===== src/rtl/pc_pkg.sv =====
// pc_pkg: shared types and constants for the IF-stage program-counter unit.
package pc_pkg;
  localparam int ADDR_W = 32;
  localparam int INSN_BYTES = 4;
  typedef logic [ADDR_W-1:0] addr_t;
  typedef enum logic {PC_RUN, PC_HALTED} pc_state_e;
endpackage


===== src/rtl/pc_redirect_buf.sv =====
// pc_redirect_buf: buffers a redirect taken during a stall and selects the redirect to apply.
// With PC_MISALIGN_TRAP_EN a misaligned target is flagged instead of being masked.
module pc_redirect_buf #(
  parameter int XLEN = 32
) (
  input  logic            clk,
  input  logic            rst,
  input  logic            stall_i,
  input  logic            trap_i,
  input  logic            valid_i,
  input  logic [XLEN-1:0] target_i,
  output logic            pending_o,
  output logic            apply_o,
  output logic            misalign_o,
  output logic [XLEN-1:0] target_o
);
  logic            pend_q, pend_d;
  logic [XLEN-1:0] tgt_q, tgt_d, raw;
  assign apply_o   = ~trap_i & ~stall_i & (valid_i | pend_q);
  assign raw       = valid_i ? target_i : tgt_q;
  assign pend_d    = ~trap_i & stall_i & (valid_i | pend_q);
  assign tgt_d     = (~trap_i & stall_i & valid_i) ? target_i : tgt_q;
  assign pending_o = pend_q;
`ifdef PC_MISALIGN_TRAP_EN
  assign target_o   = raw;
  assign misalign_o = apply_o & (|raw[1:0]);
`else
  assign target_o   = raw & ~XLEN'(2'b11);
  assign misalign_o = 1'b0;
`endif
  always_ff @(posedge clk or posedge rst)
    if (rst) begin
      pend_q <= 1'b0;
      tgt_q  <= '0;
    end else begin
      pend_q <= pend_d;
      tgt_q  <= tgt_d;
    end
endmodule


===== src/rtl/pc_unit.sv =====
// pc_unit: IF-stage PC with fetch handshake, stall, buffered redirects, trap vector and HALT FSM.
// Optional misaligned-redirect trap enabled by PC_MISALIGN_TRAP_EN.
module pc_unit #(
  parameter int              XLEN     = 32,
  parameter int              IMEM_AW  = 14,
  parameter logic [XLEN-1:0] RESET_PC = 32'h0000_0000,
  parameter logic [XLEN-1:0] HALT_PC  = 32'd800,
  parameter logic [XLEN-1:0] TRAP_VEC = 32'h0000_0100
) (
  input  logic               clk,
  input  logic               rst,
  input  logic               stall,
  input  logic               redirect_valid,
  input  logic [XLEN-1:0]    redirect_target,
  input  logic               trap_valid,
  output logic               if_req,
  input  logic               if_gnt,
  output logic [IMEM_AW-1:0] if_addr,
  output logic [XLEN-1:0]    pc,
  output logic [XLEN-1:0]    pc_plus4,
  output logic               redirect_pending,
  output logic               halted,
  output logic               misalign_err
);
  import pc_pkg::*;
  localparam logic [0:0] ST_RUN    = 1'(PC_RUN);
  localparam logic [0:0] ST_HALTED = 1'(PC_HALTED);
  logic [XLEN-1:0] pc_q, pc_d, rd_target;
  logic [0:0]      state_q, state_d;
  logic            live_q, mis_q, rd_apply, rd_mis, step, at_halt;
  pc_redirect_buf #(.XLEN(XLEN)) u_buf (
    .clk        (clk),
    .rst        (rst),
    .stall_i    (stall),
    .trap_i     (trap_valid),
    .valid_i    (redirect_valid),
    .target_i   (redirect_target),
    .pending_o  (redirect_pending),
    .apply_o    (rd_apply),
    .misalign_o (rd_mis),
    .target_o   (rd_target)
  );
  assign pc       = pc_q;
  assign pc_plus4 = pc_q + XLEN'(INSN_BYTES);
  assign if_addr  = pc_q[IMEM_AW+1:2];
  // live_q keeps if_req low for the first cycle after reset release
  assign if_req       = live_q & (state_q == ST_RUN);
  assign halted       = state_q == ST_HALTED;
  assign misalign_err = mis_q;
  assign step    = if_req & ~stall & if_gnt;
  assign at_halt = pc_q == HALT_PC;
  assign pc_d    = trap_valid ? TRAP_VEC :
                   rd_apply   ? (rd_mis ? TRAP_VEC : rd_target) :
                   (step & ~at_halt) ? pc_plus4 : pc_q;
  assign state_d = (trap_valid | rd_apply) ? ST_RUN :
                   (step & at_halt) ? ST_HALTED : state_q;
  always_ff @(posedge clk or posedge rst)
    if (rst) begin
      pc_q    <= RESET_PC;
      state_q <= ST_RUN;
      live_q  <= 1'b0;
      mis_q   <= 1'b0;
    end else begin
      pc_q    <= pc_d;
      state_q <= state_d;
      live_q  <= 1'b1;
      mis_q   <= rd_mis;
    end
endmodule


===== config.mk =====
export PLATFORM = sky130hd
export DESIGN_NAME = pc_unit
export DESIGN_NICKNAME = d
export VERILOG_FILES = /design/src/rtl/pc_pkg.sv /design/src/rtl/pc_redirect_buf.sv /design/src/rtl/pc_unit.sv
export SDC_FILE = /design/constraint.sdc
export NUM_CORES = 1
export LEC_CHECK = 0
export BUFFER_PORTS_ARGS = -buffer_cell sky130_fd_sc_hd__buf_2
export CORE_ASPECT_RATIO = 0.75
export CORE_UTILIZATION = 40
export CTS_CLUSTER_SIZE = 16
export DETAILED_ROUTE_END_ITERATION = 8
export PLACE_DENSITY = 0.61
export REMOVE_ABC_BUFFERS = 1
export SLEW_MARGIN = 20
export SYNTH_ARGS = -nofsm -noshare
export SYNTH_HDL_FRONTEND = slang
export SYNTH_SLANG_ARGS = --single-unit

===== constraint.sdc =====
create_clock -name clk -period 2.3 [get_ports clk]
set_input_delay 0.23 -clock clk [delete_from_list [all_inputs] [get_ports clk]]
set_output_delay 0.23 -clock clk [all_outputs]
set_load 0.02 [all_outputs]

==> flow_summary.yaml <==
placed_design:
  portBuffers: 112
  place_area_sq_um: 4870
  gp_congestion: 0.838
  dp_hpwl_mm: 7.94
  pre_cts_ws_ps: -25.9
cells_and_area:
  n_antenna_cell: 0
  final_cell_mix: "buf_2 (100), dfrtp_1 (57), buf_4 (51)"
  final_util: 0.556
  finalNetCount: 579
  fin_area_sq_um: 5430
  drive_gt1_frac: 0.490
  final_common_cell: "buf_2"
  synthToLayoutAreaGrowth_pct: 33.0
  nFillCells: 892
timing:
  slew-limit-headroom: 0.587
  fmaxAchievable_mhz: 419
  final_max_slew_viol_count: 0
  worst_slack_ps: -88.4
  hold_slack_ps: 148
  fin_crit_sh: 1.04
  worst_pin_slew_ps: 618
  finalCriticalPeriod_ps: 2390
  finalHoldViolCount: 0
  setup_viol_count_final: 7
  rsz0062_at_grt: "true"
  fin_skew_ps: 6.45
critical_path:
  setup.worst_path.class: "register to output port"
  endpoint_kind: "output port"
  r2r_end: "pc[31]"
  cp_data_required_time_ps: 2070
  crit_arrival_ps: 2160
  startpoint_type: "register"
  r2r_slack_ps: 160
  crit_fanout: 2
  timing.rr.start: "pc[2]"
  reg2reg_depth: 10
run_status:
  status: "finished, violations left"
  failed_checks: "negative setup slack"
floorplanning:
  die_w_um: 119
  die-area_sq_um: 10600
  num_rows: 31
  ios: 120
  start_util: 0.418
  die_y_um: 89.5
  core_sq_um: 9770
pwr:
  pwr-share-comb: 0.227
  cellPowerDensity_nw_per_um2: 653
  p_clk_frac: 0.389
  swShare: 0.291
  p_int_mw: 2.51
  leakage_nw: 2.48
  seqPwrFrac: 0.384
  peakVddDrop_mv: 0.293
  p_sw_mw: 1.03
  total_power_mw: 3.55
synth:
  ys_ff_latch: 63
  avgSynthCellArea_sq_um: 9.93
  synth_ff_type: "dfrtp_1"
  synth_cells: 411
  postSynth.asyncResetShare: 1.00
  synth_edf_count: 0
  synth.distinct_cells: 54
  yosys_warnings: 0
  seq_area_frac_synth: 0.386
  syn_area_sq_um: 4080
clocking:
  htreeDepth: 3
  cts_made_buffers: 9
  cts_tree: "built"
  clock_path_buffers: 2
  clock_latency_ps: 330
  clkTransAtPathRegs_ps: 50
  cts-root-buf: "clkbuf_16"
  cts_sinks: 63
global_route:
  grtUsageMet1: 0.314
  grt_max_degree: 39
  met2_usage: 0.335
  grt_usage: 0.220
  antenna_found_initial: 0
  grt_pass1_vias: 3402
  grt_pass1_wl_mm: 17.9
  met3_usage: 0.0472
  grt_overflow: 0
  grt-busiest-layer: "met2"
routing:
  drt_iter0_markers: 140
  routedWlPerCell_um: 16.8
  num_vias: 3517
  post_drt_via_cell_ratio: 5.21
  ant_nets: 0
  finalWirelength_mm: 11.4
  first_pass_iters: 4
  drc: 0
worst_hold_path:
  whs_path_depth: 2
  min_path_type: "input pin to register"
  whs_endpoint: "u_buf.tgt_q[12]"
  hp-start: "redirect_target[12]"
job:
  maxCapViolations: 0
area by class of cell:
| class | count | area, sq um | area share |
|---|---|---|---|
| well taps | 132 | 165 | 0.0304 |
| inverters | 10 | 37.5 | 0.00691 |
| multi-input cells | 295 | 2330 | 0.430 |
| flip-flops and latches | 63 | 1580 | 0.292 |
| clock inverters | 3 | 42.5 | 0.00783 |
| clock buffers | 12 | 256 | 0.0472 |
| repair buffers | 160 | 1010 | 0.186 |
cell usage after synthesis, drive strengths merged, types with 3 or more instances:
master / n / share of area
o21ai: 18 / 0.022
nor2: 24 / 0.024
nor2b: 7 / 0.011
xnor2: 35 / 0.075
and2: 3 / 0.0046
nor4b: 5 / 0.014
nand3: 12 / 0.016
dfrtp: 63 / 0.39
nand4: 7 / 0.015
mux2: 47 / 0.13
nor4: 4 / 0.0061
a211oi: 14 / 0.027
inv: 10 / 0.0092
mux2i: 8 / 0.020
clkbuf: 13 / 0.012
nor3: 16 / 0.024
or2: 6 / 0.0092
and3: 5 / 0.0092
a21oi: 20 / 0.025
or3: 3 / 0.0071
buf: 34 / 0.055
nand2: 17 / 0.016
xor2: 18 / 0.039
power by group through the flow:
stage	clock network (mW)	registers [mW]	logic, mW
after CTS	1.39	1.35	0.791
final	1.38	1.36	0.806
after global placement	0	1.36	0.764
after floorplan	0	1.44	0.394
after global routing	1.44	1.38	0.877
after detailed placement	0	1.37	0.775
timing repair:
| item | in CTS | in global routing |
|---|---|---|
| pin swaps | 10 | 5 |
| resized for setup | 29 | 19 |
| setup buffers | 5 | 4 |
| setup endpoints to repair | 14 | 30 |
| hold buffers | 1 | 0 |
| hold endpoints to repair | 4 | 0 |
cells by family (layout without fill, tap and decap cells):
logic type,count (synthesis),in the layout,share of synthesized area
xor gates and xnor gates,53,53,0.114
muxes,55,55,0.149
adders and majority gates,2,2,0.00613
other,2,6,0.00184
buffers and inverters,57,185,0.0763
AOI/OAI and AO/OA,60,60,0.0898
and+or+nand+nor,119,119,0.177
DFF,63,63,0.386
worst max path at each step:
stage                     start      endpoint  slack, ps  depth (start not counted)
after floorplan           pc[2]        pc[28]       -700                          8
after global placement    pc[2]  pc_plus4[18]         90                          7
after detailed placement  pc[3]        pc[28]        -30                          9
after CTS                 pc[3]  pc_plus4[18]       -120                          7
after global routing      pc[3]  pc_plus4[21]       -150                          7
final                     pc[3]  pc_plus4[18]        -90                          7
layer usage:
| metal | vias to the layer above | wire length [um] |
|---|---|---|
| li1 | 1667 | - |
| met1 | 1711 | 5440 |
| met2 | 123 | 4990 |
| met3 | 16 | 764 |
| met4 | 0 | 155 |
| met5 | - | 0 |
critical path, cell delays in order, from the launching register on:
cell and delay [ps]:
dfrtp_1 390, ha_4 160, nand4_4 80, buf_6 130
or3b_4 390, or3_4 360, xnor2_2 150, buf_4 160
flip-flops by register name (all words and copies together), names as in the netlist:
register and count:
halted 1, u_buf.tgt_q 30, pc 30, live_q 1, u_buf.pending_o 1
stage by stage:
stage          setup TNS (ps)  cells
2_1_floorplan          -11420    368
3_3_place_gp                0    650
3_5_place_dp            -25.9    650
4_1_cts                  -264    671
5_1_grt                 -1300    675
6_report                 -196    675
No activity file was read; power rests on OpenSTA's default activity.
